--- config.mk ---
export PLATFORM = sky130hd
export DESIGN_NAME = servo_key_pacer
export DESIGN_NICKNAME = d
export VERILOG_FILES = /design/src/rtl/servo_key_pacer.sv
export SDC_FILE = /design/constraint.sdc
export NUM_CORES = 1
export LEC_CHECK = 0
export BUFFER_PORTS_ARGS = -buffer_cell sky130_fd_sc_hd__buf_2
export CELL_PAD_IN_SITES_DETAIL_PLACEMENT = 0
export CELL_PAD_IN_SITES_GLOBAL_PLACEMENT = 1
export CORE_ASPECT_RATIO = 1.5
export CORE_UTILIZATION = 38
export CTS_CLUSTER_SIZE = 20
export DETAILED_ROUTE_END_ITERATION = 10
export GPL_ROUTABILITY_DRIVEN = 0
export GPL_TIMING_DRIVEN = 0
export PLACE_DENSITY_LB_ADDON = 0.1
export REMOVE_ABC_BUFFERS = 1
export SYNTH_ARGS = -nofsm -noshare
export SYNTH_HDL_FRONTEND = slang
export SYNTH_SLANG_ARGS = --single-unit
--- constraint.sdc ---
create_clock -name clk -period 3.2 [get_ports clk]
set_input_delay 0.48 -clock clk [delete_from_list [all_inputs] [get_ports clk]]
set_output_delay 0.48 -clock clk [all_outputs]
set_load 0.005 [all_outputs]
--- src/rtl/servo_key_pacer.sv ---
`default_nettype none
// ============================================================================
// Module   : servo_key_pacer
// Brief    : Debounces eight active-low buttons and issues one-cycle command
//            codes (CODE_BASE+i) on press and on auto-repeat while held.
// Revision : 1.0 - initial release
// ============================================================================
module servo_key_pacer #(
  parameter int DEBOUNCE_CYCLES      = 1000000,
  parameter int REPEAT_DELAY_CYCLES  = 25000000,
  parameter int REPEAT_PERIOD_CYCLES = 5000000,
  parameter int CODE_BASE            = 6
) (
  input  logic       clk,
  input  logic       rst_n,
  input  logic [7:0] btn_n,
  output logic [7:0] key_code,
  output logic       key_valid
);

  localparam int c_TMR_MAX = (REPEAT_DELAY_CYCLES > REPEAT_PERIOD_CYCLES) ?
                             REPEAT_DELAY_CYCLES : REPEAT_PERIOD_CYCLES;
  localparam int c_TMR_W   = $clog2(c_TMR_MAX + 1);
  localparam int c_DEB_W   = $clog2(DEBOUNCE_CYCLES + 1);

  localparam logic [c_DEB_W-1:0] c_DEB_LAST    = c_DEB_W'(DEBOUNCE_CYCLES - 1);
  localparam logic [c_DEB_W-1:0] c_DEB_ONE     = c_DEB_W'(1);
  localparam logic [c_TMR_W-1:0] c_DELAY_LAST  = c_TMR_W'(REPEAT_DELAY_CYCLES - 1);
  localparam logic [c_TMR_W-1:0] c_PERIOD_LAST = c_TMR_W'(REPEAT_PERIOD_CYCLES - 1);
  localparam logic [c_TMR_W-1:0] c_TMR_ONE     = c_TMR_W'(1);
  localparam logic [7:0]         c_CODE_BASE   = 8'(CODE_BASE);

  generate
    if (CODE_BASE < 0 || CODE_BASE + 7 > 255) begin : g_bad_code_base
      $error("servo_key_pacer: CODE_BASE+7 must fit in 8 bits");
    end
    if (DEBOUNCE_CYCLES < 1 || REPEAT_DELAY_CYCLES < 1 || REPEAT_PERIOD_CYCLES < 1) begin : g_bad_cycles
      $error("servo_key_pacer: cycle parameters must be at least 1");
    end
  endgenerate

  // --------------------------------------------------------------------------
  // Two-flop synchronizer, released state is all ones
  // --------------------------------------------------------------------------
  logic [7:0] r_sync1;
  logic [7:0] r_sync2;

  always_ff @(posedge clk or negedge rst_n) begin
    if (!rst_n) begin
      r_sync1 <= 8'hFF;
      r_sync2 <= 8'hFF;
    end else begin
      r_sync1 <= btn_n;
      r_sync2 <= r_sync1;
    end
  end

  // --------------------------------------------------------------------------
  // Whole-vector debounce; kept in active-low polarity so reset means released
  // --------------------------------------------------------------------------
  logic [7:0]         r_cand_n;
  logic [7:0]         r_deb_n;
  logic [c_DEB_W-1:0] r_deb_cnt;

  always_ff @(posedge clk or negedge rst_n) begin
    if (!rst_n) begin
      r_cand_n  <= 8'hFF;
      r_deb_n   <= 8'hFF;
      r_deb_cnt <= '0;
    end else if (r_sync2 != r_cand_n) begin
      r_cand_n  <= r_sync2;
      r_deb_cnt <= '0;
    end else if (r_deb_cnt == c_DEB_LAST) begin
      r_deb_n   <= r_cand_n;
    end else begin
      r_deb_cnt <= r_deb_cnt + c_DEB_ONE;
    end
  end

  // --------------------------------------------------------------------------
  // Single-button decode; chords and no-press give no selection
  // --------------------------------------------------------------------------
  logic [7:0] w_pressed;
  logic       w_valid_sel;
  logic [2:0] w_sel;

  always_comb begin
    w_pressed   = ~r_deb_n;
    w_valid_sel = (w_pressed != 8'h00) && ((w_pressed & (w_pressed - 8'h01)) == 8'h00);
    w_sel       = 3'd0;
    for (int i = 0; i < 8; i++) begin
      if (w_pressed[i]) begin
        w_sel = 3'(i);
      end
    end
  end

  // --------------------------------------------------------------------------
  // Press / repeat pacing FSM
  // --------------------------------------------------------------------------
  typedef enum logic [1:0] {
    S_IDLE   = 2'd0,
    S_DELAY  = 2'd1,
    S_REPEAT = 2'd2
  } state_t;

  state_t             r_state;
  state_t             w_state_nxt;
  logic [2:0]         r_cur;
  logic [2:0]         w_cur_nxt;
  logic [c_TMR_W-1:0] r_tmr;
  logic [c_TMR_W-1:0] w_tmr_nxt;
  logic               w_emit;
  logic [2:0]         w_emit_sel;

  always_ff @(posedge clk or negedge rst_n) begin
    if (!rst_n) begin
      r_state <= S_IDLE;
      r_cur   <= 3'd0;
      r_tmr   <= '0;
    end else begin
      r_state <= w_state_nxt;
      r_cur   <= w_cur_nxt;
      r_tmr   <= w_tmr_nxt;
    end
  end

  always_comb begin
    w_state_nxt = r_state;
    w_cur_nxt   = r_cur;
    w_tmr_nxt   = r_tmr;
    w_emit      = 1'b0;
    w_emit_sel  = r_cur;
    case (r_state)
      S_IDLE: begin
        if (w_valid_sel) begin
          w_emit      = 1'b1;
          w_emit_sel  = w_sel;
          w_cur_nxt   = w_sel;
          w_tmr_nxt   = '0;
          w_state_nxt = S_DELAY;
        end
      end
      S_DELAY: begin
        if (!w_valid_sel || (w_sel != r_cur)) begin
          w_state_nxt = S_IDLE;
        end else if (r_tmr == c_DELAY_LAST) begin
          w_emit      = 1'b1;
          w_tmr_nxt   = '0;
          w_state_nxt = S_REPEAT;
        end else begin
          w_tmr_nxt   = r_tmr + c_TMR_ONE;
        end
      end
      S_REPEAT: begin
        if (!w_valid_sel || (w_sel != r_cur)) begin
          w_state_nxt = S_IDLE;
        end else if (r_tmr == c_PERIOD_LAST) begin
          w_emit      = 1'b1;
          w_tmr_nxt   = '0;
        end else begin
          w_tmr_nxt   = r_tmr + c_TMR_ONE;
        end
      end
      default: begin
        w_state_nxt = S_IDLE;
      end
    endcase
  end

  // Registered outputs guarantee a single-cycle code per event
  always_ff @(posedge clk or negedge rst_n) begin
    if (!rst_n) begin
      key_code  <= 8'h00;
      key_valid <= 1'b0;
    end else begin
      key_code  <= w_emit ? (c_CODE_BASE + {5'd0, w_emit_sel}) : 8'h00;
      key_valid <= w_emit;
    end
  end

endmodule
`default_nettype wire

**After elaboration in Yosys (flattened, before gate mapping)**

Cells that the tools add are included.

- Register bits after elaboration: 87
- Word-level logic and storage cells: 69
- Bits in latches: 0
- Memories kept: 0
- Memory bits (writable): 0
- Output and inout bits: 9
- Bits in read-only memories: 0

- Reductions and logical operators: 10
- Multiplexer cells: 29
- Divide/modulo/power cells: 0
- Shift operators: 0
- Bitwise logic cells: 3
- Multipliers: 0
- Order comparisons: 0
- Equality and inequality tests: 13
- Add/subtract/negate cells: 4

Operators with widths:

| operator | number |
|---|---|
| $mux 25 | 5 |
| $pmux 25 s3 | 1 |
| $mux 20 | 2 |
| $add 25x1->25 const B | 1 |
| $eq 25x23->1 const B | 1 |
| $eq 25x25->1 const B | 1 |
| $mux 3 | 8 |
| $add 20x1->20 const B | 1 |
| $eq 20x20->1 const B | 1 |
| $ne 2x2->1 const B | 5 |
| $and 8x8->8 | 1 |
| $logic_not 8->1 | 1 |
| $mux 2 | 4 |
| $ne 8x8->1 | 1 |
| $not 8->8 | 1 |
| $reduce_bool 8->1 | 1 |
| $sub 8x1->8 const B | 1 |
| $mux 1 | 6 |
| $pmux 2 s3 | 1 |
| $add 3x3->4 const A | 1 |
| $mux 4 | 1 |
| $reduce_and 4->1 | 1 |
| $ne 3x3->1 | 1 |
| $ne 3x3->1 const B | 1 |
| 11 further kinds | 11 |

**Longest topological paths before layout**

Gate-level depths: netlist of run 1.

- Depth in word-level cells: 13
- Depth in mapped cells: 10
- Depth with buffers taken out: 8

**Worst setup path after synthesis of run 1**

OpenSTA, ideal clock, no wires.

- Path type: reg2reg
- From: reg r_deb_n[6]
- To: reg key_code[2]
- Library setup time: 86 ps
- Path slack: 799 ps
- Arrival time: 2315 ps
- Period minus slack after synthesis: 2401 ps
- Required time: 3114 ps
- Stages on the path, launching flop included: 11
- Path through: dfstp_2 -> buf_2 -> and4_1 -> o21ai_0 -> a22oi_1 -> and3_1 -> clkbuf_1 -> mux2_2 -> inv_1 -> ha_1 -> nor3_1

- Longest elaborated chain between the ends: 10
- Elaborated cells between the ends (all ways): 19

Ends and longest elaborated chain:

| element | line | text |
|---|---|---|
| start, declared | 62 | `logic [7:0] r_deb_n;` |
| start signal, assigned | 74 | `r_deb_n <= r_cand_n;` |
| $not 8->8 * | 88 | `w_pressed = ~r_deb_n;` |
| branches (longest 8 deep; another with $sub 8x1->8) | -- |  |
| $mux 4 * | 177 | `key_code <= w_emit ? (c_CODE_BASE + {5'd0, w_emit_sel}) : 8'h00;` |
| end signal, assigned | 177 |  |
| end, declared | 17 | `output logic [7:0] key_code,` |

Mark *: on every way between the ends.
A chain may end at the register's enable or synchronous reset.

**Worst setup path in the final report of run 1**

- From: reg r_tmr[0]
- To: reg r_tmr[18]

- Longest elaborated chain between the ends: 4
- Elaborated cells between the ends (all ways): 8

Ends and longest elaborated chain:

| element | line | text |
|---|---|---|
| start, declared | 111 | `logic [c_TMR_W-1:0] r_tmr;` |
| start signal, assigned | 124 | `r_tmr <= w_tmr_nxt;` |
| $add 25x1->25 (tied with other cells) | 152, 162 |  |
| $mux 25, on equally long branches | 158, 147 |  |
| $mux 25, on equally long branches | 156, 145 |  |
| $pmux 25 s3 * | 134 | `case (r_state)` |

Mark *: on every way between the ends. The rest lies on a longest branch, timed or not. The select of a mux whose other input is x is not followed.

==> results of run 1 <==
==> cell usage after synthesis (8+ instances only) <==
cell,number
dfrtp_1,55
dfstp_2,32
clkbuf_1,14
nor2_1,40
nand3_1,20
o2bb2ai_1,15
nand2_1,40
a22o_1,13
o21ai_0,9
buf_4,8
o22ai_1,8
inv_1,20
nor3_1,11
nand4_1,14
nor4_1,11
xor2_1,21
==> where the power goes <==
part	internal, mW	total (mW)	switching (mW)
Combinational	0.0125	0.0402	0.0277
Sequential	1.13	1.14	0.00908
Clock	0.589	1.06	0.473
==> layout make-up <==
class | instances | area, um^2
clock buffer | 11 | 254
timing repair buffer | 19 | 138
sequential | 87 | 2220
inverter | 20 | 75.1
tap | 150 | 188
clock inverter | 5 | 43.8
multi-input combinational | 314 | 2110
fill | 1120 | 6560
==> sequential cells by signal, summed over array words and instances (netlist names), 3 cells and up <==
signal	count
key_code	4
r_sync1	8
r_deb_n	8
r_deb_cnt	20
r_cur	3
r_tmr	25
r_sync2	8
r_cand_n	8
==> path summary, 6_finish.rpt <==
check	endpoint	slack, ps	cells past startpoint
max in group asynchronous	r_deb_n[0]$_DFFE_PN1P_	2440	2
worst min register to register	r_sync2[3]$_DFF_PN1_	360	0
worst min-delay path	r_cur[1]$_DFF_PN0_	90	1
worst max-delay path	r_tmr[18]$_DFFE_PN0P_	250	7
worst max register to register	r_tmr[18]$_DFFE_PN0P_	250	7
min in group clk	r_sync1[1]$_DFF_PN1_	220	1
==> worst max-delay path, cell delays in order, from the launching register on <==
cell and delay [ps]:
dfrtp_1 420, ha_1 260, and4_1 280, nand3b_1 190, o31a_1 210, o21a_1 730, o21a_1 580, a22o_1 210
==> metrics by stage <==
step | instances | power (mW) | hold slack, ps | setup TNS, ps
2_1_floorplan | 421 | 1.16 | 184 | 0
3_3_place_gp | 585 | 1.19 | 346 | -4970
3_5_place_dp | 587 | 1.20 | 347 | 0
4_1_cts | 603 | 2.27 | 107 | 0
5_1_grt | 606 | 2.32 | 119 | 0
6_report | 606 | 2.24 | 90.7 | 0
==> kinds of logic (layout without fill, tap and decap cells) <==
family,after synthesis,count (layout),share of synthesized area
xor+xnor,26,26,0.0499
compound gates,89,89,0.153
flops,87,87,0.486
buf+inv,52,55,0.0532
simple gates,180,180,0.219
other cells,1,4,0.000822
fa+ha+maj,7,7,0.0192
mux,8,8,0.0192
==> layer usage <==
| metal | global-route usage | up-vias | share of wire |
|---|---|---|---|
| met5 | 0 | - | 0 |
| met4 | 0.0794 | 0 | 0.023 |
| met3 | 0.0341 | 21 | 0.019 |
| met2 | 0.296 | 39 | 0.50 |
| met1 | 0.216 | 1679 | 0.46 |
| li1 | - | 1628 | - |
==> results.ini, run 1 <==
[grt]
grt_pass1_wl_um=16800
grt_pass1_vias=3330
overflow=0
antenna_found_initial=0
grtUsageTotal=0.175
grt_max_degree=54

[setup_path]
crit_path_end_kind=flip-flop
worst-endpoint-arrival_ps=3230
cp_data_required_time_ps=3480
startpoint=r_tmr[0]$_DFFE_PN0P_
cp_max_fo=22
r2r-start=r_tmr[0]$_DFFE_PN0P_
startpoint_type=flip-flop
path_class=flip-flop to flip-flop

[power_and_ir_drop]
power.density_mw_per_mm2=445
leakage_nw=2.00
ir_drop_v=0.000246

[clocking]
htree_levels=3
cts_tree=yes
insertion_delay_ps=350
ctsLongestPathBuffers=2
clock_sinks=87
clockRootBuffer=clkbuf_16
cts.clk_slew.worst_paths_ps=70
cts_made_buffers=9
cts-resized-gates=0
post_cts_buffers=0
hold_buffers=0

[sta]
report.final.slew_viol_count=0
clock_skew_ps=11.3
finalSetupViolCount=0
fin_ws_ps=247
max_freq_mhz=339
min_period_ps=2950
finalCritPeriodShare=0.923
rsz0062_at_grt=no
hold_viol_final=0
worst_pin_slew_ps=902
maxSlewHeadroom=0.399

[placement]
hpwl_um=6720
post_dp_cell_area_mm2=0.00471
port_buffers=14
post-place-ws_ps=57.9

[final_layout]
layout_commonest_cell=dfrtp_1
nNetsFinal=468
layout_common_cells=55 x dfrtp_1, 40 x nand2_1, 40 x nor2_1, 32 x dfstp_2, 21 x xor2_1
final_core_util=0.434
area_delta_synth_final_pct=10.2
layout-drive-gt1-share=0.178
final_area_mm2=0.00503
antenna_cells=0

[floorplan]
initial_core_util=0.394
rows=48
die_w_um=91.5
die_h_um=136
ios=19
coreArea_mm2=0.0116
die-area_mm2=0.0125

[yosys]
synth_cell_type_count=68
async_reset_ff_frac=1.00
syn_inst=450
synthTopCellsByArea=dfrtp_1 30%, dfstp_2 18%, xor2_1 4.0%
synth_ff_type=dfrtp_1
ys_seq_area_frac=0.486
synth_edf_count=0
ys_ff_latch=87
avgSynthCellArea_um2=10.1
yosys.area.top_type=dfrtp_1
netlist_area_mm2=0.00456
synth_top_area_frac=0.302
synth_warnings=0

[drt]
drc=0
first_iter_violations=150
postRouteAntennaNets=0
vias_per_cell=5.56
totalWireLength_um=9910
drt_pass1_iterations=4
wl_per_cell_um=16.3
dr_total_vias=3367

[min_path]
hold_path_class=input pin to asynchronous set/reset pin

[job]
max_cap_violations=0

[outcome]
status=finished clean

No activity file was read; power rests on OpenSTA's default activity.
==> run 2: changes to the inputs <==
Settings changed: CORE_ASPECT_RATIO 1.5 to 0.75, RECOVER_POWER set to 50, TNS_END_PERCENT set to 100.
==> run 2 against run 1 <==
Effect of this change:
- the run now ends with capacitance limit, slew limit left
- worst hold slack improved by 130 ps
- core utilization decreased by 0.33 points
- critical path depth unchanged
- non-clock buffer count decreased by 2
- critical path type unchanged
- largest power group unchanged
==> results.ini, run 2 (synthesized netlist as in run 1, its figures left out) <==
[outcome]
status=complete, but fails checks
violations=capacitance limit, slew limit

[drt]
drt_pass1_iterations=4  ; unchanged
met1Wirelength_um=5200  ; +14%
postRouteAntennaNets=0  ; unchanged
top_layer=met4
totalWireLength_um=9560  ; -3.6%
first_iter_violations=133  ; -11%
wl_per_cell_um=15.5  ; -5.1%
drc=0  ; unchanged
vias_per_cell=5.35  ; -3.7%
wl_met3_um=324  ; +69%
dr_total_vias=3296  ; -2.1%
wl_met2_um=3920  ; -21%

[setup_path]
startpoint_type=flip-flop
path_class=flip-flop to flip-flop
cp_data_required_time_ps=3480  ; about the same
crit_path_end_kind=flip-flop
worst-endpoint-arrival_ps=3190  ; -40 ps
cp_max_fo=22  ; unchanged

[final_layout]
final_core_util=0.431  ; -0.00328
area_delta_synth_final_pct=10.0
fill_cells=1151  ; +2.8%
largest_register_ffs=25  ; unchanged
layout_commonest_cell=dfrtp_1
reg_top3=r_tmr: 25 flops, r_deb_cnt: 20 flops
nNetsFinal=466  ; -0.43%
layout-drive-gt1-share=0.156  ; -0.0212
largest-register=r_tmr
final_area_mm2=0.00502  ; -0.20%
layout_common_cells=55 x dfrtp_1, 40 x nand2_1, 40 x nor2_1, 24 x dfstp_2, 21 x xor2_1
antenna_cells=0  ; unchanged

[grt]
antenna_found_initial=0  ; unchanged
overflow=0  ; unchanged
grt_pass1_vias=3185  ; -4.4%
grt_max_degree=66  ; +22%
grtUsageTotal=0.168  ; -0.00707
grt_pass1_wl_um=16400  ; -2.3%

[clocking]
htree_levels=3  ; unchanged
clock_sinks=87  ; unchanged
cts_made_buffers=9  ; unchanged
cts.clk_slew.worst_paths_ps=70  ; about the same
insertion_delay_ps=350  ; about the same
cts_tree=yes
ctsLongestPathBuffers=2  ; unchanged
cts-resized-gates=0  ; unchanged
clockRootBuffer=clkbuf_16

[floorplan]
coreArea_mm2=0.0117  ; +0.56%
rows=34  ; -29%
die_h_um=96.9  ; -29%
die_w_um=129  ; +41%
die-area_mm2=0.0125  ; about the same
initial_core_util=0.391  ; -0.00220
ios=19  ; unchanged

[placement]
hpwl_um=6490  ; -3.4%
port_buffers=14  ; unchanged
post_dp_cell_area_mm2=0.00472  ; +0.32%

[sta]
timing.setup.tns_ps=0  ; unchanged
finalSetupViolCount=0  ; unchanged
finalCritPeriodShare=0.908  ; -0.0147
rsz0062_at_grt=no
hold_viol_final=0  ; unchanged
max_freq_mhz=344  ; +1.6%
maxSlewHeadroom=-0.0447  ; -0.443
report.final.slew_viol_count=66  ; +66
min_period_ps=2910  ; -47.1 ps
clock_skew_ps=8.70  ; -2.57 ps
worst_pin_slew_ps=1570  ; +665 ps

[power_and_ir_drop]
leakage_nw=1.98  ; -1.2%
ir_drop_v=0.000239  ; -2.8%
power.density_mw_per_mm2=448  ; +0.54%

[job]
max_cap_violations=1  ; +1

[min_path]
hold_path_class=input pin to flip-flop

[run 2: cell count changes in the layout (fill, tap and decap cells not counted), moves of 2 or more]
cell | previous run | this run
inv_6 | 3 | 1
dfstp_2 | 32 | 24
buf_4 | 4 | 1
clkinv_8 | 0 | 3
dfstp_1 | 0 | 8
[run 2: per-stage QoR]
| step | power (mW) | worst slack [ps] | instances | hold slack, ps |
|---|---|---|---|---|
| final | 2.25 | 294 | 616 | 220 |
| after global routing | 2.33 | 61.3 | 616 | 202 |
| after CTS | 2.29 | 80.9 | 615 | 37.0 |
| after detailed placement | 1.20 | 98.9 | 599 | 347 |
| after global placement | 1.19 | -284 | 597 | 345 |
| after floorplan | 1.16 | 507 | 421 | 184 |
[run 2: layout make-up]
class / count / area, um^2 / area share
multi-input combinational: 314 / 2110 / 0.421
inverter: 20 / 75.1 / 0.0150
tap: 162 / 203 / 0.0404
clock inverter: 7 / 88.8 / 0.0177
sequential: 87 / 2220 / 0.442
clock buffer: 9 / 225 / 0.0449
timing repair buffer: 17 / 96.3 / 0.0192
[run 2: power breakdown]
| part | total [mW] | switching [mW] | internal [mW] | leakage (nW) |
|---|---|---|---|---|
| clock | 1.08 | 0.515 | 0.562 | 0.152 |
| combinational | 0.0359 | 0.0272 | 0.00870 | 0.728 |
| sequential | 1.13 | 0.00865 | 1.13 | 1.10 |
[run 2: path summary, 6_finish.rpt]
kind                                                  end  slack, ps  depth (start not counted)                 start
worst max register to register      r_tmr[18]$_DFFE_PN0P_        290                          7  r_tmr[0]$_DFFE_PN0P_
worst max-delay path                r_tmr[18]$_DFFE_PN0P_        290                          7  r_tmr[0]$_DFFE_PN0P_
max in group asynchronous       r_deb_cnt[18]$_DFFE_PN0N_        650                          2                 rst_n
worst min-delay path                 r_sync1[1]$_DFF_PN1_        220                          1              btn_n[1]
min in group asynchronous           key_code[3]$_DFF_PN0_        390                          1                 rst_n
worst min register to register       r_sync2[3]$_DFF_PN1_        360                          0  r_sync1[3]$_DFF_PN1_
[run 2: routing by layer]
| metal | vias up | global-route usage |
|---|---|---|
| li1 | 1624 | - |
| met1 | 1608 | 0.255 |
| met2 | 54 | 0.235 |
| met3 | 10 | 0.0354 |
| met4 | 0 | 0.0543 |
| met5 | - | 0 |
[run 2: repair_timing]
action,in CTS,in global routing
setup endpoints to repair,0,12
setup buffers,0,1
hold buffers,0,0
[run 2: critical path, cell delays in order (launching register included)]
cell,delay (ps)
dfrtp_1,420
ha_1,260
and4_1,270
nand3b_1,170
o31a_1,200
o21a_1,720
o21a_1,580
a22o_1,220
